==> config.mk <==
export PLATFORM = sky130hd
export DESIGN_NAME = uart_mmio_ctrl
export DESIGN_NICKNAME = d
export VERILOG_FILES = /design/src/rtl/uart_mmio_ctrl.sv
export SDC_FILE = /design/constraint.sdc
export NUM_CORES = 1
export LEC_CHECK = 0
export ABC_CLOCK_PERIOD_IN_PS = 2200
export CAP_MARGIN = 20
export CORE_MARGIN = 2
export CORE_UTILIZATION = 35
export CTS_BUF_LIST = sky130_fd_sc_hd__clkbuf_16
export CTS_CLUSTER_SIZE = 40
export DETAILED_ROUTE_END_ITERATION = 6
export GPL_TIMING_DRIVEN = 0
export MAX_ROUTING_LAYER = met4
export PLACE_DENSITY = 0.66
export SYNTH_ARGS = -nofsm -noshare
export SYNTH_HDL_FRONTEND = slang
export SYNTH_SLANG_ARGS = --single-unit
==> constraint.sdc <==
create_clock -name clk -period 2.2 [get_ports clk]
set_input_delay 0.44 -clock clk [delete_from_list [all_inputs] [get_ports clk]]
set_output_delay 0.44 -clock clk [all_outputs]
set_load 0.01 [all_outputs]
==> src/rtl/uart_mmio_ctrl.sv <==
// Memory-mapped UART controller: TX/RX byte FIFOs behind a 4-word window.
// CPU side runs off the M-stage; UART side uses valid/ready handshakes.
module uart_mmio_ctrl #(
    parameter int TX_DEPTH = 4,
    parameter int RX_DEPTH = 4
) (
    input  logic        clk,
    input  logic        reset,
    input  logic [31:0] addr,
    input  logic [7:0]  wdata,
    input  logic        we,
    input  logic        re,
    input  logic        stall,
    output logic        sel,
    output logic [31:0] rdata,
    output logic [7:0]  DataIn,
    output logic        DataInValid,
    input  logic        DataInReady,
    input  logic [7:0]  DataOut,
    input  logic        DataOutValid,
    output logic        DataOutReady
);

    localparam int TXAW = $clog2(TX_DEPTH);
    localparam int RXAW = $clog2(RX_DEPTH);
    localparam int TXCW = TXAW + 1;
    localparam int RXCW = RXAW + 1;

    logic [7:0]      txMem [TX_DEPTH];
    logic [TXAW-1:0] txRdPtr;
    logic [TXAW-1:0] txWrPtr;
    logic [TXCW-1:0] txCount;
    logic            txOverflow;

    logic [7:0]      rxMem [RX_DEPTH];
    logic [RXAW-1:0] rxRdPtr;
    logic [RXAW-1:0] rxWrPtr;
    logic [RXCW-1:0] rxCount;
    logic            rxEmptyRead;

    logic isStatus;
    logic isTx;
    logic isRx;
    logic cpuWr;
    logic cpuRd;

    logic txFull;
    logic txPush;
    logic txDrop;
    logic txPop;
    logic txFlush;

    logic rxEmpty;
    logic rxCap;
    logic rxRdAcc;
    logic rxPop;

    logic [31:0] statusWord;
    logic        unusedAddr;

    assign unusedAddr = &{1'b0, addr[27:4], addr[1:0]};

    assign sel      = (addr[31:28] == 4'b1000);
    assign isStatus = (addr[3:2] == 2'd0);
    assign isTx     = (addr[3:2] == 2'd2);
    assign isRx     = (addr[3:2] == 2'd3);
    assign cpuWr    = sel & we & ~stall;
    assign cpuRd    = sel & re & ~stall;

    // Space is judged on the registered count only; a same-edge
    // pop never makes room for the push.
    assign txFull  = (txCount == TXCW'(TX_DEPTH));
    assign txPush  = cpuWr & isTx & ~txFull;
    assign txDrop  = cpuWr & isTx & txFull;
    assign txFlush = cpuWr & isStatus & wdata[4];
    assign txPop   = DataInValid & DataInReady;

    assign DataInValid = (txCount != '0);
    assign DataIn      = DataInValid ? txMem[txRdPtr] : 8'h00;

    assign rxEmpty      = (rxCount == '0);
    assign DataOutReady = (rxCount != RXCW'(RX_DEPTH));
    assign rxCap        = DataOutValid & DataOutReady;
    assign rxRdAcc      = cpuRd & isRx;
    assign rxPop        = rxRdAcc & ~rxEmpty;

    assign statusWord = {
        20'h0,
        4'(rxCount),
        4'(txCount),
        rxEmptyRead,
        txOverflow,
        ~rxEmpty,
        ~txFull
    };

    always_comb begin
        rdata = 32'h0;
        if (sel && re) begin
            unique case (1'b1)
                isStatus: rdata = statusWord;
                isRx:     rdata = rxEmpty ? 32'h0 : {24'h0, rxMem[rxRdPtr]};
                default:  rdata = 32'h0;
            endcase
        end
    end

    always_ff @(posedge clk) begin
        if (txPush) begin
            txMem[txWrPtr] <= wdata;
        end
        if (rxCap) begin
            rxMem[rxWrPtr] <= DataOut;
        end
    end

    always_ff @(posedge clk or negedge reset) begin
        if (!reset) begin
            txRdPtr <= '0;
            txWrPtr <= '0;
            txCount <= '0;
        end else if (txFlush) begin
            txRdPtr <= '0;
            txWrPtr <= '0;
            txCount <= '0;
        end else begin
            if (txPush) begin
                txWrPtr <= txWrPtr + TXAW'(1);
            end
            if (txPop) begin
                txRdPtr <= txRdPtr + TXAW'(1);
            end
            unique case ({txPush, txPop})
                2'b10:   txCount <= txCount + TXCW'(1);
                2'b01:   txCount <= txCount - TXCW'(1);
                default: txCount <= txCount;
            endcase
        end
    end

    always_ff @(posedge clk or negedge reset) begin
        if (!reset) begin
            rxRdPtr <= '0;
            rxWrPtr <= '0;
            rxCount <= '0;
        end else begin
            if (rxCap) begin
                rxWrPtr <= rxWrPtr + RXAW'(1);
            end
            if (rxPop) begin
                rxRdPtr <= rxRdPtr + RXAW'(1);
            end
            unique case ({rxCap, rxPop})
                2'b10:   rxCount <= rxCount + RXCW'(1);
                2'b01:   rxCount <= rxCount - RXCW'(1);
                default: rxCount <= rxCount;
            endcase
        end
    end

    // A clear and a set in the same cycle resolve to set, so an
    // error event is never lost.
    always_ff @(posedge clk or negedge reset) begin
        if (!reset) begin
            txOverflow  <= 1'b0;
            rxEmptyRead <= 1'b0;
        end else begin
            if (txDrop) begin
                txOverflow <= 1'b1;
            end else if (cpuWr && isStatus && wdata[2]) begin
                txOverflow <= 1'b0;
            end
            if (rxRdAcc && rxEmpty) begin
                rxEmptyRead <= 1'b1;
            end else if (cpuWr && isStatus && wdata[3]) begin
                rxEmptyRead <= 1'b0;
            end
        end
    end

endmodule

==> results of run 1 <==
[worst max-delay path by stage]
stage               startpoint         end  slack (ns)  cells after the start
CTS                   addr[28]    rdata[5]       -0.15                      6
global route          addr[28]    rdata[5]       -0.16                      6
global placement      addr[30]    rdata[2]       -1.01                      6
finish                addr[28]    rdata[4]       -0.12                      6
detailed placement    addr[30]    rdata[1]       -1.01                      6
floorplan             addr[30]  txCount[2]       -0.19                      7
[cells in the final DEF (no fill, tap or decap), types with 5 or more instances in the layout]
cell type and count:
buf_6 12, a22oi_2 6, ha_1 11, nor2_4 7, conb_1 21, clkdlybuf4s50_1 24, mux4_2 16, nor2b_1 10
and3_1 9, inv_1 14, clkbuf_2 14, edfxtp_1 64, xnor2_1 5, nor2_1 7, dfrtp_1 16, nand2_1 6
clkbuf_16 10, buf_4 35
[registers in the layout (all words and copies together), names as in the netlist]
name and count:
txCount 3, rxRdPtr 2, txWrPtr 2, txOverflow 1, rxWrPtr 2, txMem 32
rxCount 3, txRdPtr 2, rxMem 32, rxEmptyRead 1
[cell type report]
class / instances / area share
Tap cell: 136 / 0.0331
Buffer: 27 / 0.0416
Sequential cell: 80 / 0.452
Clock inverter: 7 / 0.0156
Inverter: 13 / 0.0105
Timing Repair Buffer: 70 / 0.123
Clock buffer: 9 / 0.0438
Multi-Input combinational cell: 143 / 0.281
[worst max-delay path, stage by stage]
cell	delay (ns)
buf_6	0.09
or4b_4	0.56
or3_4	0.41
buf_12	0.15
nor2_4	0.11
buf_6	0.12
[timing repair]
action / CTS / global route
setup buffers: 16 / 3
gates cloned: 0 / 1
resized for setup: 118 / 22
pin swaps: 17 / 4
endpoints found under the setup margin: 57 / 23
[power by group]
part / internal, W / switching, W
clock network: 0.000974 / 0.000535
registers: 0.00188 / 0.000253
logic: 0.000830 / 0.000685
total: 0.00368 / 0.00147
[routing by layer]
metal / track usage / wire length (µm) / vias up / part of all wire
met3: 0.0478 / 420 / 10 / 0.058
met5: - / 0 / - / 0
met1: 0.153 / 2970 / 1071 / 0.41
met4: 0.0348 / 80 / 0 / 0.011
met2: 0.226 / 3780 / 71 / 0.52
li1: - / - / 1067 / -
[through the flow]
stage	hold slack [ns]	utilization
2_1_floorplan	0.144	-
5_1_grt	0.561	0.496
3_3_place_gp	0.488	0.436
6_report	0.518	0.496
3_5_place_dp	0.481	0.436
4_1_cts	0.520	0.492
[kinds of logic after synthesis]
kind of cell | count (synthesis) | synth area share
compound gates | 18 | 0.0381
xor+xnor | 9 | 0.0210
fa+ha+maj | 14 | 0.0507
buf+inv | 43 | 0.0684
flops | 80 | 0.619
mux | 19 | 0.106
other cells | 1 | 0.00100
simple gates | 62 | 0.0955
==> metrics.md, run 1 <==
| Metric | Value |
|---|---|
| Synthesis Warnings | 0 |
| Initial Utilization | 0.361 |
| Syn Area/Cell | 15.2 µm² |
| Fmax | 431 MHz |
| Final setup TNS | -0.825 ns |
| Avg Vias per Cell | 4.58 |
| Die area | 11600 µm² |
| Layout cells sized above 1 | 0.387 |
| Chip Width | 107 µm |
| Syn Std Cell Area | 3750 µm² |
| Number of global-route vias before repair | 2181 |
| Largest net degree at the start of global routing | 17 |
| Max-cap violations | 0 |
| Clk slew on worst S/H paths | 0.05 ns |
| Total CTS buffers | 9 |
| Initial antenna violation count | 0 |
| DP Wirelength | 4810 µm |
| Synth unique cells | 42 |
| Wirelength, routed | 7250 µm |
| Yosys top cell area share | 0.513 |
| Nets | 413 |
| Commonest cells post-synth | 64 x edfxtp_1, 21 x buf_4, 16 x dfrtp_1, 16 x mux4_2, 14 x nor2_1 |
| N_diodes | 0 |
| Crit Path Max Fanout | 4 |
| Slew of the pin with the lowest slew margin | 0.777 ns |
| CP Launch Type | primary input |
| Fillcell total | 884 |
| Post-route ant nets | 0 |
| Setup Viol. Count Final | 9 |
| Clk root buf | clkbuf_16 |
| Fin. max-slew vios | 0 |
| Max clock buf depth | 2 |
| Hold Path Class | flop to flop |
| Final cell count without fillers | 485 |
| Placed Area | 4520 µm² |
| Reg-to-reg setup timing slack | -0.02 ns |
| DR iter-0 viols | 94 |
| Seq/Total Area, Yosys | 0.619 |
| # clock sinks | 80 |
| Max IR drop VDD | 0.786 mV |
| Dominant cell type by area after synthesis | edfxtp_1 |
| Critical Path End Type | output port |
| Clk Latency, worst-skew pair | 0.33 ns |
| Global route total overflow | 0 |
| Post-synthesis cell count | 246 |
| Global-route wire length before repair | 11200 µm |
| Number of synthesized flops with an enable pin | 64 |
| Placed cell count | 452 |
| Total track usage | 0.134 |
| Top-count cell post-synth | edfxtp_1 |
| RSZ-0062 raised after global routing | true |
| Final hold vios | 0 |
| Setup ws final | -0.121 ns |
| Hold path startpoint | txOverflow |
| DIE HEIGHT | 107 µm |
| Hold Buf Count CTS | 0 |
| PD cells | 1000 nW/µm² |
| Leakage Power | 2.01 nW |
| Reg2reg end | txCount[2] |
| I/O pins | 98 |
| Port bufs | 50 |
| Number of synthesized register bits | 80 |
| Clock skew | 0.00786 ns |
| Overall Power | 0.00515 W |
| Final non-filler cell area | 5140 µm² |
| Sink of the worst hold path | txOverflow |
| DRC Markers | 0 |
| Routed vias | 2219 |
| Register area | 2320 µm² |
| Async SR Flop Fraction | 0.200 |
| CP Data Required Time | 1.76 ns |
| CTS tree | yes |
| Routed wire per std cell | 15.0 µm |
| Place WS | -1.01 ns |
| Final worst-path cycle share | 1.05 |
| CORE AREA | 10400 µm² |
| Multi-input logic area | 1440 µm² |
| CP arrival | 1.88 ns |
| Top FF cell, synth | edfxtp_1 |
| Routability congestion estimate | 0.693 |
| Setup CP Type | primary input to output port |
| Rows | 37 |
| Top post-synthesis cells by area | edfxtp_1 51%, dfrtp_1 11%, mux4_2 9.6% |
| Slew headroom | 0.480 |
| Outcome | complete, but fails checks |
| Area Overhead vs Synth | 37.1% |
| DRT Pass-1 Iters | 4 |
| H-tree levels | 3 |
| Worst Reg-to-Reg Cells | 6 |
| Failing checks | negative setup slack |
| Minimum clock period | 2.32 ns |
| Reg2reg start | txCount[1] |
| Worst hold path depth | 2 |
Power figures use the tool's default switching activity.
==> inputs of run 2 (changes only) <==
CTS_CLUSTER_SIZE = 14   (was 40)
==> results of run 2 <==
The final DEF is identical to that of run 1; final timing and power are the same.
==> inputs of run 3 (changes only) <==
PLACE_DENSITY = default   (was 0.66)
PLACE_DENSITY_LB_ADDON = 0.08   (was default)
==> run 3 against run 2 <==
- the run still ends with negative setup slack left
- design area increased by 0.63%
- register-to-register slack better by 0.11 ns
- clock skew is 0.0030 ns lower
- routed wire length increased by 0.23%
- core utilization is 0.31 points higher
- hold slack improved by 0.00082 ns
==> metrics.md, run 3 (synthesis gave the netlist of run 1 again) <==
| Metric | Value |
|---|---|
| Outcome | complete, but fails checks |
| Failing checks | negative setup slack |
| Routed vias | 2191 |
| I/O pins | 98 |
| Total track usage | 0.140 |
| Final hold vios | 0 |
| DP Wirelength | 4940 µm |
| Final cell count without fillers | 489 |
| Hold Buf Count CTS | 0 |
| Setup CP Type | primary input to output port |
| Placed cell count | 453 |
| Initial Utilization | 0.361 |
| Fin. max-slew vios | 0 |
| # clock sinks | 80 |
| Routability congestion estimate | 0.680 |
| Post-route ant nets | 0 |
| DR iter-0 viols | 67 |
| Sw power | 0.00161 W |
| Clock network power share | 0.295 |
| Combinational group share of total power | 0.310 |
| Net Sw Frac | 0.300 |
| Overall Power | 0.00536 W |
| Global route total overflow | 0 |
| Fmax | 430 MHz |
| DIE HEIGHT | 107 µm |
| Avg Vias per Cell | 4.48 |
| Initial antenna violation count | 0 |
| Rows | 37 |
| Post-Route Utilization | 0.499 |
| Die area | 11600 µm² |
| Port bufs | 50 |
| H-tree levels | 3 |
| CP arrival | 1.89 ns |
| CORE AREA | 10400 µm² |
| Critical Path End Type | output port |
| N_diodes | 0 |
| DRT Pass-1 Iters | 4 |
| Total CTS buffers | 9 |
| Crit Path Max Fanout | 4 |
| Max IR drop VDD | 0.465 mV |
| Total internal power | 0.00376 W |
| Slew of the pin with the lowest slew margin | 0.845 ns |
| Commonest cells after routing, fill and taps aside | 64 x edfxtp_1, 39 x buf_4, 24 x clkdlybuf4s50_1, 21 x conb_1, 16 x mux4_2 |
| Chip Width | 107 µm |
| Hold Path Class | flop to flop |
| Wirelength, routed | 7270 µm |
| Layout cells sized above 1 | 0.399 |
| Largest net degree at the start of global routing | 18 |
| DRC Markers | 0 |
| Nets | 417 |
| Clock skew | 0.00481 ns |
| Global-route wire length before repair | 11800 µm |
| Number of global-route vias before repair | 2289 |
| CTS tree | yes |
| Minimum clock period | 2.33 ns |
| Setup ws final | -0.128 ns |
| Flop pwr share | 0.395 |
| Most common cell after layout, fill and taps aside | edfxtp_1 |
| Biggest regs | rxMem (32), txMem (32) |
| CP Launch Type | primary input |
| Setup Viol. Count Final | 9 |
| Max-cap violations | 0 |
| Clk Latency, worst-skew pair | 0.33 ns |
| Clk root buf | clkbuf_16 |
| Clk slew on worst S/H paths | 0.07 ns |
| Final worst-path cycle share | 1.06 |
| Area Overhead vs Synth | 38.0% |
| Slew headroom | 0.435 |
| Leakage Power | 2.03 nW |
| Fillcell total | 936 |
| RSZ-0062 raised after global routing | true |
| Routed wire per std cell | 14.9 µm |
| CP Data Required Time | 1.76 ns |
| PD cells | 1040 nW/µm² |
| Max clock buf depth | 2 |
==> run 3: repair_timing <==
| action | in CTS | in global routing |
|---|---|---|
| pin swaps | 14 | 8 |
| endpoints found under the setup margin | 57 | 19 |
| resized for setup | 120 | 22 |
| setup buffers | 17 | 6 |
| gates cloned | 1 | 0 |
==> run 3: metrics by stage <==
step / hold WS [ns] / setup TNS (ns) / worst slack [ns] / cell area [µm²]
global placement: 0.482 / -29.02 / -1.04 / 4520
CTS: 0.519 / -1.26 / -0.173 / 5090
global route: 0.567 / -1.24 / -0.168 / 5170
finish: 0.519 / -0.793 / -0.128 / 5170
detailed placement: 0.495 / -26.72 / -1.02 / 4530
floorplan: 0.144 / -0.283 / -0.191 / 3850
==> run 3: cell type report <==
type | count | area (µm²) | area share
plain buffers | 27 | 216 | 0.0418
clock buffers | 9 | 225 | 0.0435
clock inverters | 7 | 97.6 | 0.0189
inverters | 13 | 56.3 | 0.0109
multi-input cells | 143 | 1410 | 0.272
flip-flops and latches | 80 | 2330 | 0.450
well taps | 136 | 170 | 0.0329
repair buffers | 74 | 672 | 0.130
==> run 3: per-layer routing <==
metal,GRT usage,share of wire,vias up,wire [µm]
li1,-,-,1074,-
met1,0.163,0.42,1065,3050
met2,0.244,0.54,46,3910
met3,0.0278,0.033,6,237
met4,0.0440,0.0095,0,69
met5,-,0,-,0
==> run 3: power groups by stage <==
stage               Clock (W)  Sequential (W)  Combinational [W]
floorplan                   0         0.00201           0.000945
global placement            0         0.00207            0.00138
detailed placement          0         0.00207            0.00142
CTS                   0.00161         0.00215            0.00154
global route          0.00168         0.00215            0.00184
finish                0.00158         0.00212            0.00166
==> run 3: path summary, 6_finish.rpt <==
path | startpoint | end | slack [ns] | depth (start not counted)
worst max register to register | txCount[2] | txCount[2] | 0.09 | 7
worst min register to register | txOverflow | txOverflow | 0.52 | 2
max in group asynchronous | reset | txCount[2] | 1.03 | 1
worst min-delay path | txOverflow | txOverflow | 0.52 | 2
min in group asynchronous | reset | txRdPtr[1] | 0.59 | 1
worst max-delay path | addr[28] | rdata[1] | -0.13 | 6
==> run 3: worst max-delay path, cell delays in order <==
cell    delay [ns]
buf_6         0.09
or4b_4        0.56
or3_4         0.39
buf_8         0.16
nor3_4        0.11
buf_2         0.15
==> RTL edit 1: new RTL, settings of run 2 <==
Make the reset (`reset`) synchronous in 3 clocked blocks.
--- a/src/rtl/uart_mmio_ctrl.sv
+++ b/src/rtl/uart_mmio_ctrl.sv
@@ -115,5 +115,5 @@
     end
 
-    always_ff @(posedge clk or negedge reset) begin
+    always_ff @(posedge clk) begin
         if (!reset) begin
             txRdPtr <= '0;
@@ -139,5 +139,5 @@
     end
 
-    always_ff @(posedge clk or negedge reset) begin
+    always_ff @(posedge clk) begin
         if (!reset) begin
             rxRdPtr <= '0;
@@ -161,5 +161,5 @@
     // A clear and a set in the same cycle resolve to set, so an
     // error event is never lost.
-    always_ff @(posedge clk or negedge reset) begin
+    always_ff @(posedge clk) begin
         if (!reset) begin
             txOverflow  <= 1'b0;
Behaviour: differs if reset is asserted again (counterexample within 4 cycles, from zero or initial values and one cycle with reset low); with reset held inactive, the same outputs for 4 cycles.
==> RTL edit 1 against run 2 <==
The flow still finishes with violations (setup timing). Wire length up 1.6%. Setup slack improved by 35 ps. Count of clock-buffer cells in the layout unchanged. Synthesized area rose by 2.7%. Non-clock buffer count fell by 2. Sequential cell count up 4. Highest routed layer unchanged. Design area up 2.1%. Register-to-register slack better by 90 ps. Largest cell class unchanged.
Power is not compared: it rests on default switching activity, and its combinational part moved more than twofold at a synthesized area within 25%.
==> RTL edit 1: results (changes against run 2) <==
crit-path max cell delay 620 ps (+60 ps); Final Skew 6.66 ps (-1.20 ps); hold path depth 3 (+1); Routed met2 length 3.95 mm (+4.3%); Crit Path Max Fanout 6 (+2); reg2reg path depth 8 (+2); fillcell total 919 (+4.0%); core area 10800 um2 (+4.1%); status complete, but fails checks; Synth area leaders edfxtp_1, dfxtp_1, mux4_2, buf_4, ha_1; HPWL after DPL 4.87 mm (+1.2%); layout cell share with drive strength beyond 1 36.7% (-2.0 points); final setup margin -85.9 ps (+34.8 ps); M1 WL 2.95 mm (-0.54%); Post-Layout Cell Count 511 (+5.4%); Nets 436 (+5.6%); IO Port Bufs 49 (-2.0%); Worst Path Arrival 1850 ps (-30 ps); R2R setup slack 70 ps (+90 ps); vias in the first global route 2330 (+6.8%); first-pass GRT wire length 11.6 mm (+3.6%); Placer Congestion 0.723 (+4.3%); DR WL/cell 14.4 um (-3.5%); Hold Path End rxWrPtr[0]; commonest cells in the netlist edfxtp_1, buf_4, inv_1, dfxtp_1, mux4_2; DR WL met3 365 um (-13%); Setup TNS Final -653 ps (+172 ps); R2R Path End rxCount[2]; post-synthesis average cell area 14.2 um2 (-6.8%); HP Class input pin to register; total track usage 13.7% (+0.35 points); placed cell count 480 (+6.2%); largest net degree at the start of global routing 16 (-1); final setup fails 9 (unchanged); Worst Tran Pin Value 663 ps (-114 ps); vias per cell 4.57 (about the same); Iter 0 DRT Violations 90 (-4.3%); Async SR Flop Fraction 0% (-20 points); register area share after synthesis 60.3% (-1.6 points); R2R Path Start rxCount[2]; Setup WS pre-CTS -934 ps (+74.9 ps); failing checks setup timing; worst hold path startpoint DataOutValid; width of the die 109 um (+1.3%)
[RTL edit 1: changes by cell type after synthesis, sizes merged, moves of 5 or more]
cell | run 2 | this run
o2bb2ai | 0 | 6
dfrtp | 16 | 0
dfxtp | 0 | 20
inv | 12 | 22
nor2 | 14 | 9
a21oi | 2 | 12
xnor2 | 5 | 0
a22oi | 6 | 0
[RTL edit 1: worst max-delay path by stage]
stage | endpoint | slack [ps] | from
final | rdata[6] | -90 | addr[29]
after global routing | rdata[2] | -110 | addr[29]
after CTS | rdata[0] | -110 | addr[30]
after detailed placement | rdata[0] | -930 | addr[29]
after global placement | rdata[0] | -950 | addr[29]
after floorplan | rxCount[2] | -280 | addr[29]
[RTL edit 1: what timing repair did]
action	4_1_cts	5_1_grt
gates cloned	1	0
setup endpoints to repair	59	19
gates resized for setup	128	24
buffers inserted	14	5
pin swaps	11	14
[RTL edit 1: worst max-delay path, delay by kind of cell]
kind	cells	cell delay [ps]
AOI/OAI and AO/OA	1	100
buffers and inverters	4	480
and+or+nand+nor	2	820
[RTL edit 1: cell families after synthesis]
group | Yosys count | synth area share, %
flops | 84 | 60.3
simple gates | 64 | 10.5
buf+inv | 54 | 7.80
compound gates | 29 | 4.68
mux | 19 | 10.1
fa+ha+maj | 15 | 5.27
xor+xnor | 5 | 1.14
other cells | 1 | 0.0974
[RTL edit 1: final cells by class]
class                           count  share of cell area (%)
Sequential cell                    84                    44.3
Multi-Input combinational cell    153                    28.9
Timing Repair Buffer               69                    12.1
Clock buffer                        9                    4.29
Buffer                             26                    3.86
Tap cell                          140                    3.34
Inverter                           23                    1.74
Clock inverter                      7                    1.43
[RTL edit 1: power groups by stage]
stage          registers [uW]  logic [uW]  clock network [uW]
3_5_place_dp             1780         217                   0
5_1_grt                  1750         263                1610
2_1_floorplan            1780         128                   0
4_1_cts                  1750         231                1540
6_report                 1750         237                1500
3_3_place_gp             1780         212                   0
[RTL edit 1: layer usage]
layer  vias to the layer above  global-route usage [%]
met2                        62                    24.4
met3                        12                    3.83
li1                       1140                       -
met5                         -                       -
met1                      1123                    14.6
met4                         0                    5.13
[RTL edit 1: metrics by stage]
stage / power (uW) / hold slack, ps / instance area, um2
2_1_floorplan: 1910 / 445 / 3940
3_3_place_gp: 1990 / 461 / 4610
3_5_place_dp: 2000 / 483 / 4610
4_1_cts: 3520 / 474 / 5180
5_1_grt: 3620 / 515 / 5250
6_report: 3490 / 484 / 5250
==> RTL edit 2: new RTL, settings of run 2 <==
Made on the original files. `RX_DEPTH`: 4 -> 8.
--- a/src/rtl/uart_mmio_ctrl.sv
+++ b/src/rtl/uart_mmio_ctrl.sv
@@ -3,5 +3,5 @@
 module uart_mmio_ctrl #(
     parameter int TX_DEPTH = 4,
-    parameter int RX_DEPTH = 4
+    parameter int RX_DEPTH = 8
 ) (
     input  logic        clk,
Formal check against the unedited RTL: not equivalent (a bounded check fails within 10 cycles, from zero or initial values and one cycle with reset low).
==> RTL edit 2 against run 2 <==
The run still ends with setup timing left. Sequential cell count grew 35. Setup slack lost 130 ps. Design area grew 41%. Synthesized area grew 36%. Clock power grew 68%. Power grew 44%. Wire length grew 50%. Hold slack lost 38 ps. Largest cell class unchanged. Largest power group unchanged. Highest routed layer unchanged.
==> RTL edit 2: results (changes against run 2) <==
vias in the first global route 3184 (+46%); synthesized-area fraction occupied by adder cells 3.34% (-1.7 points); Peak VDD IR 0.689 mV (-12%); number of synthesized flops with an enable pin 96 (+50%); final setup margin -255 ps (-134 ps); Post-Syn Instances 304 (+24%); commonest cells in the netlist edfxtp_1, mux4_2, buf_4, dfrtp_1, nor2_1; total CTS buffers 17 (+8); layout cell share with drive strength beyond 1 46.0% (+7.3 points); Max transition margin 36.4% (-12 points); WL final 10.9 mm (+50%); Iter 0 DRT Violations 192 (+100%); Placer Congestion 0.782 (+13%); share of cell area taken by muxes after synthesis 13.9% (+3.3 points); Async SR Flop Fraction 16.5% (-3.5 points); Setup WS pre-CTS -1200 ps (-187 ps); HPWL after DPL 6.87 mm (+43%); Final Skew 8.87 ps (+1.01 ps); final setup fails 12 (+3); largest net degree at the start of global routing 20 (+3); via count 2987 (+35%); status complete, but fails checks; first-pass GRT wire length 17.3 mm (+55%); reg2reg path depth 11 (+5); leakage 0.00271 uW (+35%); register area share after synthesis 66.0% (+4.0 points); Setup TNS Final -1890 ps (-1070 ps); Clock Latency Late Sink 400 ps (+70 ps); fin util 50.5% (+0.93 points); H-tree depth 4 (+1); Synth area leaders edfxtp_1, mux4_2, dfrtp_1, buf_4, ha_1; failing checks setup timing; Nets 504 (+22%); HP Class input pin to register; IO Port Bufs 51 (+2.0%); Top Registers rxMem (64), txMem (32), rxCount (4); total track usage 15.2% (+1.8 points); Crit Path Max Fanout 7 (+3); XOR/XNOR Fraction of Synth Area 2.41% (+0.31 points); Worst Path Arrival 2020 ps (+140 ps); hold path depth 4 (+2); synth unique cells 38 (-9.5%)
RTL edit 2: path summary, 6_finish.rpt:
check	start	to	slack, ps
worst max-delay path	rxRdPtr[1]	rdata[6]	-260
max in group asynchronous	reset	txCount[1]	980
min in group asynchronous	reset	rxCount[0]	560
worst min-delay path	addr[30]	txOverflow	480
worst max register to register	rxCount[0]	rxCount[2]	-110
worst min register to register	rxCount[3]	rxCount[3]	510
RTL edit 2: per-stage QoR:
stage | cell area (um2) | total power, uW
detailed placement | 6110 | 4490
CTS | 7200 | 7340
floorplan | 5320 | 3890
global route | 7260 | 7760
global placement | 6060 | 4400
finish | 7260 | 7430
RTL edit 2: cell type report:
type                            count  area, um2
Fill cell                        1169       7110
Sequential cell                   115       3370
Multi-Input combinational cell    170       1970
Timing Repair Buffer               96        836
Clock buffer                       17        425
Buffer                             28        274
Tap cell                          184        230
Clock inverter                     14        123
Inverter                            8       35.0
RTL edit 2: what timing repair did:
item / CTS / global route
setup endpoints to repair: 84 / 18
resized for setup: 168 / 16
setup buffers: 38 / 5
pin swaps: 18 / 13
RTL edit 2: cells by family (layout without fill, tap and decap cells):
kind of cell / Yosys count / in the layout
other: 1 / 20
and+or+nand+nor: 69 / 69
buffers and inverters: 38 / 163
adders and majority gates: 13 / 13
muxes: 40 / 40
xor gates and xnor gates: 14 / 14
DFF: 115 / 115
AOI/OAI and AO/OA: 14 / 14
RTL edit 2: layer usage:
metal,wire length (um),up-vias,global-route usage [%]
met5,0,-,-
met4,118,0,5.02
met3,480,9,3.74
met2,5510,88,24.6
met1,4770,1504,18.9
li1,-,1386,-
RTL edit 2: report_power, final:
part	switching [uW]	internal (uW)	leakage (uW)	total [uW]
logic	908	1070	0.00134	1980
clock network	901	1630	0.000278	2530
registers	225	2700	0.00110	2920
total	2030	5400	0.00271	7430
RTL edit 2: critical path, cell delays in order (launching register included):
cell and delay, ps:
dfrtp_1 370, buf_8 140, buf_12 130, mux4_2 520, mux2i_4 220, o2bb2ai_4 100, buf_6 120
